<file path="src/rtl/snoop_bus_arbiter_pkg.sv">
// Shared cache definitions for the snoop bus arbiter: ADDRESSSIZE, core count, op and state encodings.
// The optional ARB_ROUND_ROBIN_EN macro is consumed by snoop_bus_arbiter.sv.
`ifndef ADDRESSSIZE
`define ADDRESSSIZE 16
`endif

package snoop_bus_arbiter_pkg;

    localparam int NUM_CORES = 4;
    localparam int ADDR_W    = `ADDRESSSIZE;

    typedef enum logic [1:0] {
        OP_NONE   = 2'b00,
        OP_BUSRD  = 2'b01,
        OP_BUSRDX = 2'b10,
        OP_INV    = 2'b11
    } bus_op_t;

    typedef enum logic [1:0] {
        ST_IDLE  = 2'b00,
        ST_SNOOP = 2'b01,
        ST_RESP  = 2'b10
    } arb_state_t;

    function automatic logic [1:0] onehot_to_idx(input logic [NUM_CORES-1:0] oh);
        logic [1:0] idx;
        idx = '0;
        for (int i = 0; i < NUM_CORES; i++) begin
            if (oh[i]) idx = 2'(i);
        end
        return idx;
    endfunction

endpackage

</file>
<file path="src/rtl/snoop_bus_arbiter_rr.sv">
// rr_arbiter_4: combinational winner pick over four eligible cores, searching upward from ptr.
// A constant ptr of 0 turns it into a fixed-priority (core 0 highest) selector.
module rr_arbiter_4
    import snoop_bus_arbiter_pkg::*;
(
    input  logic [NUM_CORES-1:0] eligible,
    input  logic [1:0]           ptr,
    output logic [NUM_CORES-1:0] winner
);

    logic [1:0] idx;

    // Walk from the farthest candidate to the nearest so the nearest eligible one overwrites.
    always_comb begin
        winner = '0;
        idx    = ptr;
        for (int i = NUM_CORES - 1; i >= 0; i--) begin
            idx = ptr + 2'(i);
            if (eligible[idx]) winner = 4'b0001 << idx;
        end
    end

endmodule

</file>
<file path="src/rtl/snoop_bus_arbiter.sv">
// Snoop bus arbiter: grants one of four cores, broadcasts its op/address for SNOOP_CYCLES, then pulses Done.
// Define ARB_ROUND_ROBIN_EN for round-robin arbitration; otherwise fixed priority (core 0 highest).
`ifndef ADDRESSSIZE
`define ADDRESSSIZE 16
`endif

module snoop_bus_arbiter
    import snoop_bus_arbiter_pkg::*;
#(
    parameter int SNOOP_CYCLES = 2
) (
    input  logic                      clk,
    input  logic                      rst_n,
    input  logic [3:0]                Bus_Req,
    input  logic [7:0]                Bus_Op,
    input  logic [4*`ADDRESSSIZE-1:0] Bus_Addr,
    input  logic [3:0]                Shared_In,
    output logic [3:0]                Grant,
    output logic                      BusRd,
    output logic                      BusRdX,
    output logic                      Invalidate,
    output logic [`ADDRESSSIZE-1:0]   Address_Com,
    output logic                      Shared,
    output logic [3:0]                Done,
    output logic [1:0]                state_dbg
);

    arb_state_t            state_q, state_d;
    logic [2:0]            cnt_q, cnt_d;
    logic [NUM_CORES-1:0]  grant_q;
    logic [1:0]            op_q;
    logic [ADDR_W-1:0]     addr_q;
    logic                  shared_q;

    logic [NUM_CORES-1:0]  eligible;
    logic [NUM_CORES-1:0]  winner;
    logic [1:0]            ptr_q;
    logic [1:0]            sel_op;
    logic [ADDR_W-1:0]     sel_addr;
    logic                  start;
    logic                  last_snoop;

    always_comb begin
        eligible = '0;
        sel_op   = OP_NONE;
        sel_addr = '0;
        for (int i = 0; i < NUM_CORES; i++) begin
            eligible[i] = Bus_Req[i] && (Bus_Op[2*i +: 2] != OP_NONE);
            if (winner[i]) begin
                sel_op   = Bus_Op[2*i +: 2];
                sel_addr = Bus_Addr[i*ADDR_W +: ADDR_W];
            end
        end
    end

    assign start      = (state_q == ST_IDLE) && (|eligible);
    assign last_snoop = (cnt_q == 3'(SNOOP_CYCLES - 1));

    rr_arbiter_4 u_rr (
        .eligible (eligible),
        .ptr      (ptr_q),
        .winner   (winner)
    );

`ifdef ARB_ROUND_ROBIN_EN
    always_ff @(posedge clk or negedge rst_n) begin
        if (!rst_n) begin
            ptr_q <= 2'd0;
        end else if (start) begin
            ptr_q <= onehot_to_idx(winner) + 2'd1;
        end
    end
`else
    assign ptr_q = 2'd0;
`endif

    always_ff @(posedge clk or negedge rst_n) begin
        if (!rst_n) begin
            state_q <= ST_IDLE;
            cnt_q   <= 3'd0;
        end else begin
            state_q <= state_d;
            cnt_q   <= cnt_d;
        end
    end

    always_comb begin
        state_d = state_q;
        cnt_d   = cnt_q;
        case (state_q)
            ST_IDLE: begin
                if (start) begin
                    state_d = ST_SNOOP;
                    cnt_d   = 3'd0;
                end
            end
            ST_SNOOP: begin
                if (last_snoop) begin
                    state_d = ST_RESP;
                    cnt_d   = 3'd0;
                end else begin
                    cnt_d = cnt_q + 3'd1;
                end
            end
            ST_RESP: state_d = ST_IDLE;
            default: begin
                state_d = ST_IDLE;
                cnt_d   = 3'd0;
            end
        endcase
    end

    // Transaction registers: bus inputs are only looked at in IDLE, so the window ignores later changes.
    always_ff @(posedge clk or negedge rst_n) begin
        if (!rst_n) begin
            grant_q  <= '0;
            op_q     <= OP_NONE;
            addr_q   <= '0;
            shared_q <= 1'b0;
        end else begin
            if (start) begin
                grant_q <= winner;
                op_q    <= sel_op;
                addr_q  <= sel_addr;
            end
            if ((state_q == ST_SNOOP) && last_snoop) begin
                shared_q <= |(Shared_In & ~grant_q);
            end
        end
    end

    always_comb begin
        Grant       = (state_q != ST_IDLE) ? grant_q : '0;
        BusRd       = (state_q == ST_SNOOP) && (op_q == OP_BUSRD);
        BusRdX      = (state_q == ST_SNOOP) && (op_q == OP_BUSRDX);
        Invalidate  = (state_q == ST_SNOOP) && (op_q == OP_INV);
        Address_Com = (state_q == ST_SNOOP) ? addr_q : '0;
        Shared      = (state_q == ST_RESP) && shared_q;
        Done        = (state_q == ST_RESP) ? grant_q : '0;
        state_dbg   = state_q;
    end

endmodule

</file>
<file path="config.mk">
export PLATFORM = sky130hd
export DESIGN_NAME = snoop_bus_arbiter
export DESIGN_NICKNAME = d
export VERILOG_FILES = /design/src/rtl/snoop_bus_arbiter_pkg.sv /design/src/rtl/snoop_bus_arbiter_rr.sv /design/src/rtl/snoop_bus_arbiter.sv
export SDC_FILE = /design/constraint.sdc
export NUM_CORES = 1
export LEC_CHECK = 0
export CAP_MARGIN = 10
export CORE_MARGIN = 2
export CORE_UTILIZATION = 40
export CTS_CLUSTER_DIAMETER = 200
export DETAILED_ROUTE_END_ITERATION = 8
export PLACE_DENSITY_LB_ADDON = 0.08
export SYNTH_ARGS = -nofsm -noshare
export SYNTH_HDL_FRONTEND = slang
export SYNTH_SLANG_ARGS = --single-unit
</file>
<file path="constraint.sdc">
create_clock -name clk -period 3.7 [get_ports clk]
set_input_delay 0.74 -clock clk [delete_from_list [all_inputs] [get_ports clk]]
set_output_delay 0.74 -clock clk [all_outputs]
set_load 0.01 [all_outputs]
</file>
After elaboration in Yosys (flattened, before gate mapping)
Index checks and enable logic that the tools add are counted.
{ "word_totals": {"input_bits": 82, "word_cells": 59, "ff_bits": 28} }
{ "op_classes": {"bitwise": 3, "n_mux": 21, "n_addsub": 1, "eq_ne": 8, "reduce_logical": 20} }
{ "ops": {"columns": ["cell", "n"], "rows": [
  ["$mux 16", 5],
  ["$mux 4", 6],
  ["$mux 2", 6],
  ["$logic_and 1x1->1", 10],
  ["$reduce_bool 2->1", 5],
  ["$pmux 3 s3", 1],
  ["$reduce_or 4->1", 2],
  ["$eq 2x2->1 const B", 3],
  ["$mux 3", 2],
  ["$and 4x4->4", 1],
  ["$eq 2x1->1 const B", 2],
  ["$ne 2x2->1 const B", 2],
  ["$not 4->4", 1],
  ["$pmux 2 s2", 1],
  ["$reduce_and 2->1", 2],
  ["$add 3x1->3 const B", 1],
  ["$eq 3x1->1 const B", 1],
  ["$logic_not 2->1", 1],
  ["$not 1->1", 1]
]} }

Logic depth before layout (Yosys ltp)
Gate-level depths: netlist (run 1).
{ "logic_depth": {"word_depth": 10, "mapped_depth": 7, "depth_no_buf": 4} }

Cells and area by module
From an unflattened synthesis (run 1), not the netlist that was laid out.
{ "hier_totals": {"cells_unflattened": 276, "hier_area_um2": 2297.2} }
{ "by_module_without_submodules": {"columns": ["module", "seq_area_each_um2", "area_each_um2", "cells_each", "n_inst"], "rows": [
  ["snoop_bus_arbiter", 700.7, 1884.3, 229, 1],
  ["rr_arbiter_4", 0.0, 412.9, 47, 1]
]} }

Worst setup path after synthesis (run 1)
OpenSTA, ideal clock, no wires.
{ "synth_path": {"kind": "in2reg", "from": "input Bus_Op[1]", "to": "register addr_q[10]", "cell_stages": 6, "slack_ns": 1.703, "required_ns": 3.574, "arrival_ns": 1.871, "path_buffers": 2, "cell_sequence": "o21a_1 -> buf_2 -> o31ai_4 -> buf_6 -> a211oi_1 -> a221o_1"} }
{ "synth_between": {"elab_chain_len": 7, "word_cells_on_any_way": 9, "classes_between": "5 x mux; 4 x reduce/logical"} }
{ "synth_rtl": {"columns": ["item", "line", "rtl"], "rows": [
  ["start, declared", "snoop_bus_arbiter.sv:15", "input logic [7:0] Bus_Op,"],
  ["$reduce_bool 2->1 (*)", "snoop_bus_arbiter.sv:48", "eligible[i] = Bus_Req[i] && (Bus_Op[2*i +: 2] != OP_NONE);"],
  ["$logic_and 1x1->1 (*)", "snoop_bus_arbiter.sv:48", null],
  ["$mux 4", "snoop_bus_arbiter_rr.sv:19", "if (eligible[idx]) winner = 4'b0001 << idx;"],
  ["$mux 16 (4 in series)", "snoop_bus_arbiter.sv:49", "if (winner[i]) begin"],
  ["end signal, assigned", "snoop_bus_arbiter.sv:124", "addr_q <= sel_addr;"],
  ["end, declared", "snoop_bus_arbiter.sv:32", "logic [ADDR_W-1:0] addr_q;"]
]} }
Mark *: on every way between the ends. The rest lies on a longest branch, timed or not.
A chain may end at the register's enable or synchronous reset.

Worst setup path after layout (run 1)
{ "layout_path": {"from": "register state_q[0] (netlist: state_dbg[0])", "to": "output Address_Com[7]"} }
{ "layout_between": {"elab_chain_len": 2} }
{ "layout_rtl": {"columns": ["item", "line", "rtl"], "rows": [
  ["start, declared", "snoop_bus_arbiter.sv:28", "arb_state_t state_q, state_d;"],
  ["start signal, assigned", "snoop_bus_arbiter.sv:82", "state_q <= state_d;"],
  ["$eq 2x1->1", "snoop_bus_arbiter.sv:137", "Address_Com = (state_q == ST_SNOOP) ? addr_q : '0;"],
  ["$mux 16", "snoop_bus_arbiter.sv:137", null],
  ["end, declared", "snoop_bus_arbiter.sv:22", "output logic [`ADDRESSSIZE-1:0] Address_Com,"]
]} }
Every way passes these cells.

==> results.cfg, run 1 <==
[run_status]
status = finished clean

[critical_path]
r2r.worst_path.cells = 3
reg2reg_to = addr_q[11]$_DFFE_PN0P_
timing.rr.start = state_dbg[0]$_DFFE_PN0P_
critical_path_class = reg2out
crit_fanout = 12
cp-end-kind = output port
arrival_ns = 2.28
crit_path_start_kind = flop
cp.required_ns = 2.96
r2r_slack_ns = 1.62

[run]
cap_violations = 0

[synthesis]
synth_top_family_by_area = compound AO/OA/AOI/OAI gates
muxShareOfSynthArea = 0.00605
synth_nets = 292
synthArstFlopShare = 1.00
synth_fa_ha_area_frac = 0
ys_ff_latch = 28
yosys_warnings = 0
synth_compound_area_frac = 0.297
seq_area_frac_synth = 0.377
synthCells = 210
syn_avg_cell_area_um2 = 8.86
ys_types = 38
synth_flop_cell = dfrtp_1
syn_area_um2 = 1860
synth-edff-count = 0
post_synth_and_or_nand_nor_area_fraction = 0.243
synth_xor_area_frac = 0

[cells_and_area]
syn_to_final_growth_pct = 61.8
final_util = 0.682
final_nets = 396
n_antenna_cell = 0
drive_gt1_frac = 0.0447

[sta]
worst_pin_slew_ns = 1.00
rsz0062_at_grt = no
relSlewSlack = 0.329
slew_violations = 0
fin_crit_sh = 0.815
fin_worst_skew_ns = 0.00115
setup_tns_ns = 0
report.final.setup_viol = 0
hold_violations = 0
clock.fmax_ghz = 0.332
min_period_ns = 3.02
hold_ws_ns = 0.513

[clock_network]
clk_path_buf_depth = 2
post-cts-setup-buffers = 0
numClockSinks = 28
htreeDepth = 1
numCtsBuffers = 3
cts_resized = 0
root_buffer = clkbuf_8
cts_tree = built
cts_hold_buffers = 0
insertion_delay_ns = 0.27
cts.clk_slew.worst_paths_ns = 0.10

[floorplan]
dieHeight_um = 72.2
dieArea_um2 = 5210
ios = 112
chipWidth_um = 72.2
start_util = 0.421
num_rows = 24
coreArea_um2 = 4410

[route]
wl_met3_um = 449
finalWirelength_mm = 5.88
m1WireLength_mm = 2.37
ant_nets = 0
wl_per_cell_um = 16.1
viasPerCell = 5.60
wl_met2_mm = 2.99
vias = 2043
drt_iter0_markers = 115
highest_layer = met4
drt_pass1_iterations = 5
drc_errors = 0

[global_route]
grt_pass1_wl_mm = 9.58
grt_usage = 0.231
antenna_found_initial = 0
grt_overflow = 0
grt_pass1_vias = 2032
grt_max_degree = 29

[placed_design]
place.port_buffers = 111
gp_congestion = 0.803
place_hpwl_mm = 4.48

[pwr]
leakage_nw = 1.19
p_per_area_nw_per_um2 = 577
ir_worst_vdd_uv = 273

[min_path]
hp-class = reg2reg
hold_path_depth = 1
min_from = addr_q[10]$_DFFE_PN0P_
holdPathEnd = addr_q[10]$_DFFE_PN0P_
cells in the final DEF (no fill, tap or decap), types with 2 or more instances in the layout:
master and count:
buf_4 6, and3_1 2, nand2_1 9, a21oi_1 17, nor3_1 2, clkdlybuf4s50_1 111, a221o_1 18, o22ai_1 2
a211oi_1 16, dfrtp_1 28, clkbuf_8 4, and2_1 23, o21a_1 3, a31oi_1 2, o21ai_0 4, nor2_1 23
nand4_1 2, inv_1 4, o31ai_1 2, nand3_1 18
metal layers:
metal  vias up  GRT usage
met3         6     0.0333
met1       957      0.295
met2        90      0.410
met5         -          0
li1        990          -
met4         0     0.0587
metrics by stage:
step,area (um2),setup WS (ns),instances,power [W]
floorplan,1860,1.70,210,0.00114
global placement,2960,0.756,361,0.00153
detailed placement,2960,0.732,361,0.00156
CTS,3010,0.643,365,0.00175
global route,3010,0.519,365,0.00187
finish,3010,0.684,365,0.00174
where the power goes:
group / leakage [nW] / total, W / switching, W / internal [W]
clock network: 0.0288 / 0.000193 / 0.0000979 / 0.0000953
registers: 0.349 / 0.000538 / 0.0000950 / 0.000443
logic: 0.809 / 0.00101 / 0.000449 / 0.000556
state kept, by name, summed over array words and instances, names as in the netlist:
name and flops:
grant_q 4, addr_q 16, cnt_q 3, op_q 2, shared_q 1, state_dbg 2
worst max-delay path by stage:
| stage | from | to | slack (ns) | cells after the start |
|---|---|---|---|---|
| 6_report | state_dbg[0]$_DFFE_PN0P_ | Address_Com[7] | 0.68 | 4 |
| 5_1_grt | state_dbg[0]$_DFFE_PN0P_ | Address_Com[7] | 0.52 | 4 |
| 4_1_cts | state_dbg[0]$_DFFE_PN0P_ | Address_Com[7] | 0.64 | 4 |
| 3_5_place_dp | Bus_Op[4] | addr_q[0]$_DFFE_PN0P_ | 0.73 | 5 |
| 3_3_place_gp | Bus_Op[3] | addr_q[0]$_DFFE_PN0P_ | 0.76 | 5 |
| 2_1_floorplan | Bus_Op[1] | addr_q[10]$_DFFE_PN0P_ | 1.70 | 6 |
cell usage after synthesis, types with 3 or more instances:
library cell | n | share of area
a21oi_1 | 17 | 0.046
nor2_1 | 23 | 0.046
clkbuf_1 | 8 | 0.016
and2_1 | 23 | 0.077
buf_6 | 5 | 0.030
inv_1 | 4 | 0.0081
a211oi_1 | 16 | 0.065
a221o_1 | 18 | 0.097
o21ai_0 | 4 | 0.011
o21a_1 | 3 | 0.012
nand3_1 | 18 | 0.048
dfrtp_1 | 28 | 0.38
nand2_1 | 9 | 0.018
cell families after synthesis:
logic type             count (synthesis)
AOI/OAI and AO/OA                     73
DFF                                   28
buffers and inverters                 22
and+or+nand+nor                       86
muxes                                  1
area by class of cell:
| cell class | count | area (um2) |
|---|---|---|
| multi-input cells | 160 | 1020 |
| fillers | 378 | 1400 |
| repair buffers | 117 | 1160 |
| inverters | 4 | 15.0 |
| flip-flops and latches | 28 | 701 |
| clock buffers | 4 | 55.1 |
| well taps | 52 | 65.1 |
critical path: stages (launching register included):
cell,delay [ns]
dfrtp_1,0.46
nor2b_1,0.55
buf_4,0.28
and2_1,0.16
clkdlybuf4s50_1,0.54
No activity file was read; power rests on OpenSTA's default activity.
==> run 2, diff against run 1 <==
--- a/config.mk
+++ b/config.mk
@@ -7,7 +7,7 @@
 export LEC_CHECK = 0
 export CAP_MARGIN = 10
 export CORE_MARGIN = 2
-export CORE_UTILIZATION = 40
+export CORE_UTILIZATION = 38
 export CTS_CLUSTER_DIAMETER = 200
 export DETAILED_ROUTE_END_ITERATION = 8
 export PLACE_DENSITY_LB_ADDON = 0.08
==> constraint.sdc (replaced) <==
create_clock -name clk -period 2.86 [get_ports clk]
set_input_delay 0.572 -clock clk [delete_from_list [all_inputs] [get_ports clk]]
set_output_delay 0.572 -clock clk [all_outputs]
set_load 0.01 [all_outputs]
==> run 2 against run 1 <==
Routed wire length grew 6.5%; sequential share of layout area fell by 0.58 points; sequential cell count did not move; largest power group unchanged; highest routed layer unchanged.
==> results.cfg, run 2 (synthesis results as in run 1) <==
[cells_and_area]
top_register = addr_q
syn_to_final_growth_pct = 65.9
n_antenna_cell = 0
regArea_um2 = 701
design_area_um2 = 3090
final_nets = 401
top_regs = addr_q (16), grant_q (4), cnt_q (3)
drive_gt1_frac = 0.0629
multi_input_area_um2 = 1020
n_fill_cell = 405
largest_reg_flops = 16
mostFrequentLayoutCells = clkdlybuf4s50_1, dfrtp_1, and2_1, nor2_1
fin_cells = 385
final_common_cell = clkdlybuf4s50_1

[route]
viasPerCell = 5.52
wl_per_cell_um = 16.3
drt_iter0_markers = 110
vias = 2125
ant_nets = 0
finalWirelength_mm = 6.26
drc_errors = 0
drt_pass1_iterations = 4

[min_path]
hp-class = reg2reg
min_from = addr_q[9]$_DFFE_PN0P_
hold_path_depth = 1
holdPathEnd = addr_q[9]$_DFFE_PN0P_

[sta]
hold_violations = 0
clock.fmax_ghz = 0.412
worst_pin_slew_ns = 1.05
rsz0062_at_grt = no
min_period_ns = 2.43
fin_worst_skew_ns = 0.0104
slew_violations = 0
fin_crit_sh = 0.848
relSlewSlack = 0.292
setup_tns_ns = 0
report.final.setup_viol = 0

[floorplan]
chipWidth_um = 74.0
dieHeight_um = 74.0
coreArea_um2 = 4720
start_util = 0.394
dieArea_um2 = 5470
ios = 112
num_rows = 25

[clock_network]
htreeDepth = 1
cts_resized = 0
numCtsBuffers = 3
post-cts-setup-buffers = 0
cts_tree = built
numClockSinks = 28
clk_path_buf_depth = 2
cts.clk_slew.worst_paths_ns = 0.11
insertion_delay_ns = 0.28
cts_hold_buffers = 0
root_buffer = clkbuf_8

[run_status]
status = finished clean

[critical_path]
critical_path_class = reg2out
arrival_ns = 1.85
cp.required_ns = 2.29
reg2reg_to = addr_q[8]$_DFFE_PN0P_
r2r.worst_path.cells = 3
crit_path_start_kind = flop
crit_fanout = 12
timing.rr.start = state_dbg[0]$_DFFE_PN0P_
r2r_slack_ns = 0.74
cp-end-kind = output port
crit_start = state_dbg[0]$_DFFE_PN0P_

[run]
cap_violations = 0

[placed_design]
place.port_buffers = 111
dp.cells = 381
placedInstanceArea_um2 = 3020
gp_congestion = 0.811
place_hpwl_mm = 4.57

[global_route]
grt_overflow = 0
grt_usage = 0.232
grt_pass1_wl_mm = 9.85
grt_pass1_vias = 2102
grt_max_degree = 29
antenna_found_initial = 0

[pwr]
ir_worst_vdd_uv = 415
p_per_area_nw_per_um2 = 770
leakage_nw = 1.22
## run 2: power by group
| part | internal (W) | leakage (nW) | switching [W] |
|---|---|---|---|
| Combinational | 0.000753 | 0.834 | 0.000598 |
| Sequential | 0.000573 | 0.349 | 0.000131 |
| Clock | 0.000188 | 0.0357 | 0.000133 |
## run 2: layout make-up
cell class / instances / area share
timing repair buffer: 122 / 0.387
inverter: 4 / 0.00486
multi-input combinational: 160 / 0.331
tap: 67 / 0.0272
clock inverter: 1 / 0.00973
clock buffer: 3 / 0.0134
sequential: 28 / 0.227
## run 2: worst max path at each step
stage	to	slack, ns
after CTS	Address_Com[6]	0.42
after floorplan	addr_q[14]$_DFFE_PN0P_	1.03
final	Address_Com[6]	0.43
after global routing	BusRd	0.32
after detailed placement	addr_q[5]$_DFFE_PN0P_	0.24
after global placement	addr_q[9]$_DFFE_PN0P_	0.33
## run 2: critical path, cell delays in order (launching register included)
cell             delay, ns
dfrtp_1               0.48
nor2b_1               0.21
buf_4                 0.21
and2_1                0.14
clkdlybuf4s50_1       0.55
## run 2: routing by layer
metal  track usage  part of all wire
met1         0.310              0.43
met2         0.395              0.48
met3        0.0352             0.075
met4        0.0626            0.0086
met5             0                 0
## run 2: stage by stage
stage	hold WS, ns	total power [W]	setup WS [ns]	util
after floorplan	0.276	0.00148	1.03	-
after global placement	0.487	0.00204	0.328	0.638
after detailed placement	0.493	0.00207	0.241	0.638
after CTS	0.520	0.00238	0.420	0.654
after global routing	0.529	0.00254	0.317	0.654
final	0.515	0.00238	0.434	0.654
